[src/rtl/wb_arbiter_if.sv]
// wb_arbiter_if: register-file write-back request bundle shared by three requesters and the arbiter
interface wb_arbiter_if #(parameter int XLEN = 32);
  logic            iStall;
  logic            iMemValid, oMemReady;
  logic [4:0]      iMemRd;
  logic [XLEN-1:0] iMemData;
  logic            iBrValid, oBrReady;
  logic [4:0]      iBrRd;
  logic [XLEN-1:0] iBrData;
  logic            iAluValid, oAluReady;
  logic [4:0]      iAluRd;
  logic [XLEN-1:0] iAluData;
  logic            oRdWe;
  logic [4:0]      oRdAddr;
  logic [XLEN-1:0] oRdData;
  logic [15:0]     oConflictCnt;
  modport slave (
    input  iStall, iMemValid, iMemRd, iMemData, iBrValid, iBrRd, iBrData, iAluValid, iAluRd, iAluData,
    output oMemReady, oBrReady, oAluReady, oRdWe, oRdAddr, oRdData, oConflictCnt
  );
  modport master (
    output iStall, iMemValid, iMemRd, iMemData, iBrValid, iBrRd, iBrData, iAluValid, iAluRd, iAluData,
    input  oMemReady, oBrReady, oAluReady, oRdWe, oRdAddr, oRdData, oConflictCnt
  );
endinterface

[src/rtl/wb_arbiter.sv]
// wb_arbiter: fixed-priority (mem > br > alu) write-back arbiter with age promotion against starvation
module wb_arbiter #(
  parameter int XLEN      = 32,
  parameter int AGE_LIMIT = 4
) (
  input  logic          iClk,
  input  logic          iRst,
  wb_arbiter_if.slave   bus
);
  localparam logic [3:0] LIM = 4'(AGE_LIMIT);
  logic [2:0]      w_v, w_p, w_sel, w_g;
  logic            w_multi;
  logic [4:0]      w_rd [3];
  logic [XLEN-1:0] w_data [3];
  logic [4:0]      w_grd;
  logic [XLEN-1:0] w_gdata;
  logic [3:0]      r_age [3];
  logic [15:0]     r_cnt;
  logic            r_we;
  logic [4:0]      r_addr;
  logic [XLEN-1:0] r_data;
  assign w_v = {bus.iAluValid, bus.iBrValid, bus.iMemValid};
  always_comb begin
    w_rd[0]   = bus.iMemRd;
    w_rd[1]   = bus.iBrRd;
    w_rd[2]   = bus.iAluRd;
    w_data[0] = bus.iMemData;
    w_data[1] = bus.iBrData;
    w_data[2] = bus.iAluData;
  end
  for (genvar i = 0; i < 3; i++) begin : g_p
    assign w_p[i] = w_v[i] && r_age[i] == LIM;
  end
  // promoted requesters form the candidate set when any exist; lowest set bit wins
  assign w_sel   = |w_p ? w_p : w_v;
  assign w_g     = (iRst && !bus.iStall) ? (w_sel & (~w_sel + 3'd1)) : 3'd0;
  assign w_multi = (w_v[0] & w_v[1]) | (w_v[0] & w_v[2]) | (w_v[1] & w_v[2]);
  assign w_grd   = w_g[0] ? w_rd[0] : w_g[1] ? w_rd[1] : w_rd[2];
  assign w_gdata = w_g[0] ? w_data[0] : w_g[1] ? w_data[1] : w_data[2];
  always_ff @(posedge iClk or negedge iRst) begin
    if (!iRst) begin
      for (int i = 0; i < 3; i++) r_age[i] <= 4'd0;
      r_cnt  <= 16'd0;
      r_we   <= 1'b0;
      r_addr <= 5'd0;
      r_data <= '0;
    end else begin
      for (int i = 0; i < 3; i++)
        if (!bus.iStall) r_age[i] <= (!w_v[i] || w_g[i]) ? 4'd0 : (r_age[i] >= LIM ? LIM : r_age[i] + 4'd1);
      r_cnt <= (!bus.iStall && w_multi && r_cnt != 16'hFFFF) ? r_cnt + 16'd1 : r_cnt;
      r_we  <= |w_g && w_grd != 5'd0;
      if (|w_g) begin
        r_addr <= w_grd;
        r_data <= w_gdata;
      end
    end
  end
  assign bus.oMemReady    = w_g[0];
  assign bus.oBrReady     = w_g[1];
  assign bus.oAluReady    = w_g[2];
  assign bus.oRdWe        = r_we;
  assign bus.oRdAddr      = r_addr;
  assign bus.oRdData      = r_data;
  assign bus.oConflictCnt = r_cnt;
endmodule

[src/flat_wrapper.sv]
// flat-port wrapper written by rule: the top's interface ports become plain ports
module wb_arbiter_flat 
#(
  parameter int XLEN      = 32,
  parameter int AGE_LIMIT = 4
)
  (iClk, iRst, bus_iStall, bus_iMemValid, bus_iMemRd, bus_iMemData, bus_iBrValid, bus_iBrRd, bus_iBrData, bus_iAluValid, bus_iAluRd, bus_iAluData, bus_oMemReady, bus_oBrReady, bus_oAluReady, bus_oRdWe, bus_oRdAddr, bus_oRdData, bus_oConflictCnt);
  wb_arbiter_if #(.XLEN(XLEN)) bus_i ();
  input  logic iClk;
  input  logic iRst;
  input wire logic [$bits(bus_i.iStall)-1:0] bus_iStall;
  input wire logic [$bits(bus_i.iMemValid)-1:0] bus_iMemValid;
  input wire logic [$bits(bus_i.iMemRd)-1:0] bus_iMemRd;
  input wire logic [$bits(bus_i.iMemData)-1:0] bus_iMemData;
  input wire logic [$bits(bus_i.iBrValid)-1:0] bus_iBrValid;
  input wire logic [$bits(bus_i.iBrRd)-1:0] bus_iBrRd;
  input wire logic [$bits(bus_i.iBrData)-1:0] bus_iBrData;
  input wire logic [$bits(bus_i.iAluValid)-1:0] bus_iAluValid;
  input wire logic [$bits(bus_i.iAluRd)-1:0] bus_iAluRd;
  input wire logic [$bits(bus_i.iAluData)-1:0] bus_iAluData;
  output wire logic [$bits(bus_i.oMemReady)-1:0] bus_oMemReady;
  output wire logic [$bits(bus_i.oBrReady)-1:0] bus_oBrReady;
  output wire logic [$bits(bus_i.oAluReady)-1:0] bus_oAluReady;
  output wire logic [$bits(bus_i.oRdWe)-1:0] bus_oRdWe;
  output wire logic [$bits(bus_i.oRdAddr)-1:0] bus_oRdAddr;
  output wire logic [$bits(bus_i.oRdData)-1:0] bus_oRdData;
  output wire logic [$bits(bus_i.oConflictCnt)-1:0] bus_oConflictCnt;
  assign bus_i.iStall = bus_iStall;
  assign bus_i.iMemValid = bus_iMemValid;
  assign bus_i.iMemRd = bus_iMemRd;
  assign bus_i.iMemData = bus_iMemData;
  assign bus_i.iBrValid = bus_iBrValid;
  assign bus_i.iBrRd = bus_iBrRd;
  assign bus_i.iBrData = bus_iBrData;
  assign bus_i.iAluValid = bus_iAluValid;
  assign bus_i.iAluRd = bus_iAluRd;
  assign bus_i.iAluData = bus_iAluData;
  assign bus_oMemReady = bus_i.oMemReady;
  assign bus_oBrReady = bus_i.oBrReady;
  assign bus_oAluReady = bus_i.oAluReady;
  assign bus_oRdWe = bus_i.oRdWe;
  assign bus_oRdAddr = bus_i.oRdAddr;
  assign bus_oRdData = bus_i.oRdData;
  assign bus_oConflictCnt = bus_i.oConflictCnt;
  wb_arbiter #(.XLEN(XLEN), .AGE_LIMIT(AGE_LIMIT)) u_core (.iClk(iClk), .iRst(iRst), .bus(bus_i));
endmodule
[config.mk]
export PLATFORM = sky130hd
export DESIGN_NAME = wb_arbiter_flat
export DESIGN_NICKNAME = d
export VERILOG_FILES = /design/src/rtl/wb_arbiter_if.sv /design/src/rtl/wb_arbiter.sv /design/src/flat_wrapper.sv
export SDC_FILE = /design/constraint.sdc
export NUM_CORES = 1
export LEC_CHECK = 0
export ABC_CLOCK_PERIOD_IN_PS = 2100
export BUFFER_PORTS_ARGS = -buffer_cell sky130_fd_sc_hd__buf_2
export CAP_MARGIN = 5
export CORE_MARGIN = 2
export CORE_UTILIZATION = 43
export DETAILED_ROUTE_END_ITERATION = 8
export PLACE_DENSITY_LB_ADDON = 0.12
export SETUP_SLACK_MARGIN = 0.3
export SLEW_MARGIN = 20
export SYNTH_ARGS = -nofsm -noshare
export SYNTH_HDL_FRONTEND = slang
export SYNTH_SLANG_ARGS = --single-unit
[constraint.sdc]
create_clock -name iClk -period 2.1 [get_ports iClk]
set_input_delay 0.42 -clock iClk [delete_from_list [all_inputs] [get_ports iClk]]
set_output_delay 0.42 -clock iClk [all_outputs]
set_load 0.02 [all_outputs]
After elaboration in Yosys (flattened, before gate mapping)
Index checks and enable logic that the tools add are counted.

$add $sub $neg: 5. Multipliers: 0. Div/mod/pow operators: 0. $lt $le $gt $ge: 3. Equal/unequal tests: 4. Shifts and indexed selects: 0. Multiplexer cells: 12. Bitwise gates (word level): 7. Reductions and logical operators: 17.

Operators with widths (count): $mux 32 (2); $mux 4 (6); $add 16x1->16 const B (1); $ne 16x16->1 const B (1); $add 4x1->4 const B (3); $eq 4x3->1 const B (3); $ge 4x3->1 const B (3); $mux 5 (2); $logic_and 1x1->1 (7); $mux 3 (2); $reduce_or 3->1 (2); $reduce_bool 5->1 (1); $logic_not 1->1 (4); $add 3x1->3 const B (1); $and 1x1->1 (3); $and 3x3->3 (1); $logic_or 1x1->1 (3); $not 3->3 (1); $or 1x1->1 (2).

Bits in registers: 66. Latch bits: 0. Memory bits (writable): 0. Bits in read-only memories: 0. Logic and storage cells: 55. Memories: 0.

Depth between registers and ports, before layout
Depth in word-level cells: 12. Depth in mapped cells: 11. Depth with buffers taken out: 8.

Worst setup path after synthesis
No wires, ideal clock.

Path type: register -> register. Start: register u_core.r_age[8] (netlist bit). End: register u_core.r_data[13] (netlist: u_core.bus.oRdData[13]). Data arrival time: 2.133 ns. Path slack: -0.159 ns. Cell stages (with the launch flop): 10. Period minus slack after synthesis: 2.259 ns. Cells stage by stage: dfrtp_1 inv_1 ha_1 and4b_1 or2_1 a211oi_4 nor3_4 buf_6 buf_6 mux2_4.

RTL lines: start, declared (line wb_arbiter.sv:17) `logic [3:0] r_age [3];`; start signal, assigned by index (line wb_arbiter.sv:49) `if (!bus.iStall) r_age[i] <= (!w_v[i] || w_g[i]) ? 4'd0 : (r_age[i] >= LIM ? LIM : r_age[i] + 4'd1);`; $eq 4x3->1 * (line wb_arbiter.sv:32) `assign w_p[i] = w_v[i] && r_age[i] == LIM;`; $logic_and 1x1->1 * (line wb_arbiter.sv:32); $reduce_or 3->1 (line wb_arbiter.sv:35) `assign w_sel = |w_p ? w_p : w_v;`; $mux 3 * (line wb_arbiter.sv:35); $not 3->3 (line wb_arbiter.sv:36) `assign w_g = (iRst && !bus.iStall) ? (w_sel & (~w_sel + 3'd1)) : 3'd0;`; $add 3x1->3 (line wb_arbiter.sv:36); $and 3x3->3 * (line wb_arbiter.sv:36); $mux 3 * (line wb_arbiter.sv:36); named net bus_oAluReady (line flat_wrapper.sv:23) `output wire logic [$bits(bus_i.oAluReady)-1:0] bus_oAluReady;`; $reduce_or 3->1 * (line wb_arbiter.sv:52) `if (|w_g) begin`; end signal, assigned (line wb_arbiter.sv:54) `r_data <= w_gdata;`; end, declared (line wb_arbiter.sv:21) `logic [XLEN-1:0] r_data;`.

Mark *: on every way through the listed nets, which the timed path passes. The rest lies on a longest branch. A chain may end at the register's enable or synchronous reset.

Final worst setup path
Start: register u_core.r_age[9] (netlist bit). End: output port bus_oAluReady.

Longest elaborated chain between the ends: 8.

RTL lines (line): $eq 4x3->1 * (wb_arbiter.sv:32); $logic_and 1x1->1 * (wb_arbiter.sv:32); $reduce_or 3->1 (wb_arbiter.sv:35); $mux 3 * (wb_arbiter.sv:35); $not 3->3 (wb_arbiter.sv:36); $add 3x1->3 (wb_arbiter.sv:36); $and 3x3->3 * (wb_arbiter.sv:36); $mux 3 * (wb_arbiter.sv:36); end, declared (flat_wrapper.sv:23).

Mark *: on every way between the ends. The rest lies on a longest branch, timed or not.

==> key figures <==
Timing
  – Setup Viol. Count Final: 40
  – Fin crit period: 2.19 ns
  – Rel. slew slack: 0.444
  – Fin crit share: 1.04
  – Clock Skew: 0.0141 ns
  – RSZ-0062 raised after global routing: true
  – Final hold viol count: 0
  – Slew Limit Fails: 0
  – Tightest Pin Transition: 0.834 ns
  – Max Fclk: 457 MHz
  – Min setup slack post-route: -0.0881 ns

Status
  – Status: finished, violations left
  – Failing checks: negative setup slack

Synthesis
  – Async S/R FF share, synth: 1.00
  – Top FF cell, synth: dfrtp_1
  – FF+latch count, synth: 66
  – Syn Nets: 551
  – Yosys cell types: 45
  – Post-synth EDFFs: 0
  – Syn Std Cell Area: 3960 um^2
  – Seq/Total Area, Yosys: 0.417
  – Synth Instances: 427
  – Yosys warnings: 0
  – Avg Cell Area, Syn: 9.28 um^2

CTS
  – Reg clk slew, reported paths: 0.08 ns
  – CTS tree: done
  – Post-cts hold buffer count: 0
  – Root buf cell: clkbuf_8
  – Clock sinks: 66
  – CTS H-tree lvls: 3
  – Clock buffer depth: 2
  – CTS Buf Count: 9
  – Worst-Skew Late Latency: 0.34 ns

Routing
  – Final wirelength: 12900 um
  – Vias post-DR: 4126
  – Antenna Violating Nets Remaining: 0
  – Pre-antenna DRT Iters: 4
  – DR WL/cell: 17.1 um
  – DR iter-0 viols: 186
  – Routed vias/inst: 5.48
  – Drt drc: 0

Pwr
  – Leakage power: 0.00285 uW
  – P per Cell Area: 818 nW/um^2
  – Worst vdd ir: 0.621 mV

GRT
  – First-pass GRT wire length: 19600 um
  – Gr usage total: 0.249
  – Largest net degree at the start of global routing: 67
  – Overflow after GRT: 0
  – Initial antenna violation count: 0
  – Vias in the first global route: 3998

Final layout
  – Area Overhead vs Synth: 46.2%
  – Commonest non-fill, non-tap cell in the layout: buf_2
  – Layout cells sized above 1: 0.502
  – Multi-input logic area: 2220 um^2
  – Ant diodes: 0
  – Nets: 761
  – Fillcell total: 786
  – Design area: 5790 um^2
  – Commonest cells after routing, fill and taps aside: buf_2 (170), dfrtp_1 (60), buf_4 (47)
  – Register area: 1660 um^2

Setup path
  – CP cell instances: inv_2, ha_4, and4b_1, or2_4, a211oi_4, buf_6
  – Endpoint arrival time on the critical path: 1.77 ns
  – Reg-to-Reg Start: u_core.r_age[9]$_DFFE_PN0N_
  – Worst R2R Path Depth: 10
  – CP startpoint: u_core.r_age[9]$_DFFE_PN0N_
  – Critical-path maximum fanout: 2
  – Buf/Inv on CP: 2
  – Worst endpoint required time: 1.68 ns
  – Cell family with most CP delay: simple AND/OR/NAND/NOR gates
  – CP endpoint kind: output port
  – Worst path depth: 6
  – Startpoint Class: flip-flop
  – CP max stage delay: 0.36 ns
  – Setup crit end: bus_oAluReady
  – Crit path kind: reg -> out
  – Flop2flop setup slack: -0.08 ns
  – Critical-path top delay cell: dfrtp_1
  – R2R Path End: u_core.bus.oRdData[20]$_DFFE_PN0P_

Placement
  – Dpl hpwl: 8710 um
  – Placed Area: 5130 um^2
  – I/O Buffers: 173
  – Pre-CTS WS: -0.0563 ns
  – Routability congestion estimate: 0.865

Floorplan
  – Total core area: 9110 um^2
  – # IOs: 174
  – DIE AREA: 10000 um^2
  – Rows: 35
  – Initial Utilization: 0.435
  – Die width: 100 um
  – Die height: 100 um

Min path
  – Worst min path class: in -> async

Run
  – Max-cap viol count: 0
[worst min-delay path by stage]
stage | slack [ns] | endpoint | start
6_report | 0.35 | u_core.bus.oRdData[11]$_DFFE_PN0P_ | iRst
5_1_grt | 0.42 | u_core.bus.oRdData[11]$_DFFE_PN0P_ | iRst
3_5_place_dp | 0.47 | u_core.bus.oConflictCnt[13]$_DFFE_PN0P_ | u_core.bus.oConflictCnt[13]$_DFFE_PN0P_
2_1_floorplan | 0.12 | u_core.bus.oConflictCnt[0]$_DFFE_PN0P_ | iRst
3_3_place_gp | 0.47 | u_core.bus.oConflictCnt[13]$_DFFE_PN0P_ | u_core.bus.oConflictCnt[13]$_DFFE_PN0P_
4_1_cts | 0.36 | u_core.bus.oRdData[8]$_DFFE_PN0P_ | iRst
[through the flow]
stage / hold slack, ns / setup TNS [ns] / total power, uW / std cells / util
2_1_floorplan: 0.124 / -0.906 / 2770 / 427 / -
3_3_place_gp: 0.467 / -0.0870 / 3410 / 709 / 0.564
3_5_place_dp: 0.469 / -0.902 / 3430 / 709 / 0.564
4_1_cts: 0.361 / -2.56 / 4720 / 744 / 0.615
5_1_grt: 0.416 / -5.08 / 5010 / 753 / 0.636
6_report: 0.348 / -2.05 / 4740 / 753 / 0.636
[power breakdown]
group	internal [uW]	switching [uW]	total [uW]
clock	700	483	1180
sequential	1570	214	1780
combinational	812	959	1770
total	3080	1660	4740
[logic make-up (layout without fill, tap and decap cells)]
family	Yosys count	after routing	synth area share
AND/OR/NAND/NOR	148	148	0.194
AO/OA/AOI/OAI	96	96	0.149
flip-flops	66	66	0.417
buffers and inverters	57	272	0.0622
multiplexers	38	38	0.122
XOR/XNOR	15	15	0.0332
adder cells (fa/ha/maj)	7	7	0.0221
[routing by layer]
metal  track usage  wire, um  share of wire
met4         0.106       384          0.030
met5             0         0              0
met1         0.303      5060           0.39
met2         0.428      6580           0.51
met3        0.0536       855          0.066
[flip-flops by register name, indices dropped and copies added (netlist names)]
name and count:
u_core.r_age 12, u_core.bus.oConflictCnt 16, u_core.bus.oRdAddr 5, u_core.bus.oRdWe 1, u_core.bus.oRdData 32
[timing repair]
action	CTS	global route
pin swaps	7	9
gates resized for setup	20	29
gates cloned	1	1
buffers inserted	18	8
setup endpoints to repair	50	54
[final cells by class]
cell class | instances | area share
inverter | 21 | 0.0140
clock inverter | 5 | 0.0136
tap | 111 | 0.0240
sequential | 66 | 0.286
timing repair buffer | 235 | 0.255
multi-input combinational | 304 | 0.383
clock buffer | 11 | 0.0244
[cells in the mapped netlist (2+ instances only)]
master / n / area share
a21boi_0: 3 / 0.0057
a21oi_1: 3 / 0.0038
a31oi_1: 36 / 0.057
and2_1: 3 / 0.0047
and3_1: 2 / 0.0032
buf_1: 2 / 0.0019
buf_2: 8 / 0.010
buf_6: 3 / 0.0085
clkbuf_1: 23 / 0.022
dfrtp_1: 66 / 0.42
ha_1: 7 / 0.022
inv_1: 20 / 0.019
mux2_2: 19 / 0.054
mux2_4: 16 / 0.061
mux2i_1: 3 / 0.0076
nand2_1: 15 / 0.014
nand2b_1: 2 / 0.0032
nand3_1: 40 / 0.051
nand4_1: 7 / 0.011
nor2_1: 28 / 0.027
nor3_1: 37 / 0.047
o211ai_1: 2 / 0.0038
o21ai_0: 40 / 0.051
o22ai_1: 3 / 0.0047
o32ai_1: 3 / 0.0066
or2_1: 3 / 0.0047
or4_1: 2 / 0.0038
xnor2_1: 7 / 0.015
xor2_1: 8 / 0.018
Power figures use the tool's default switching activity.
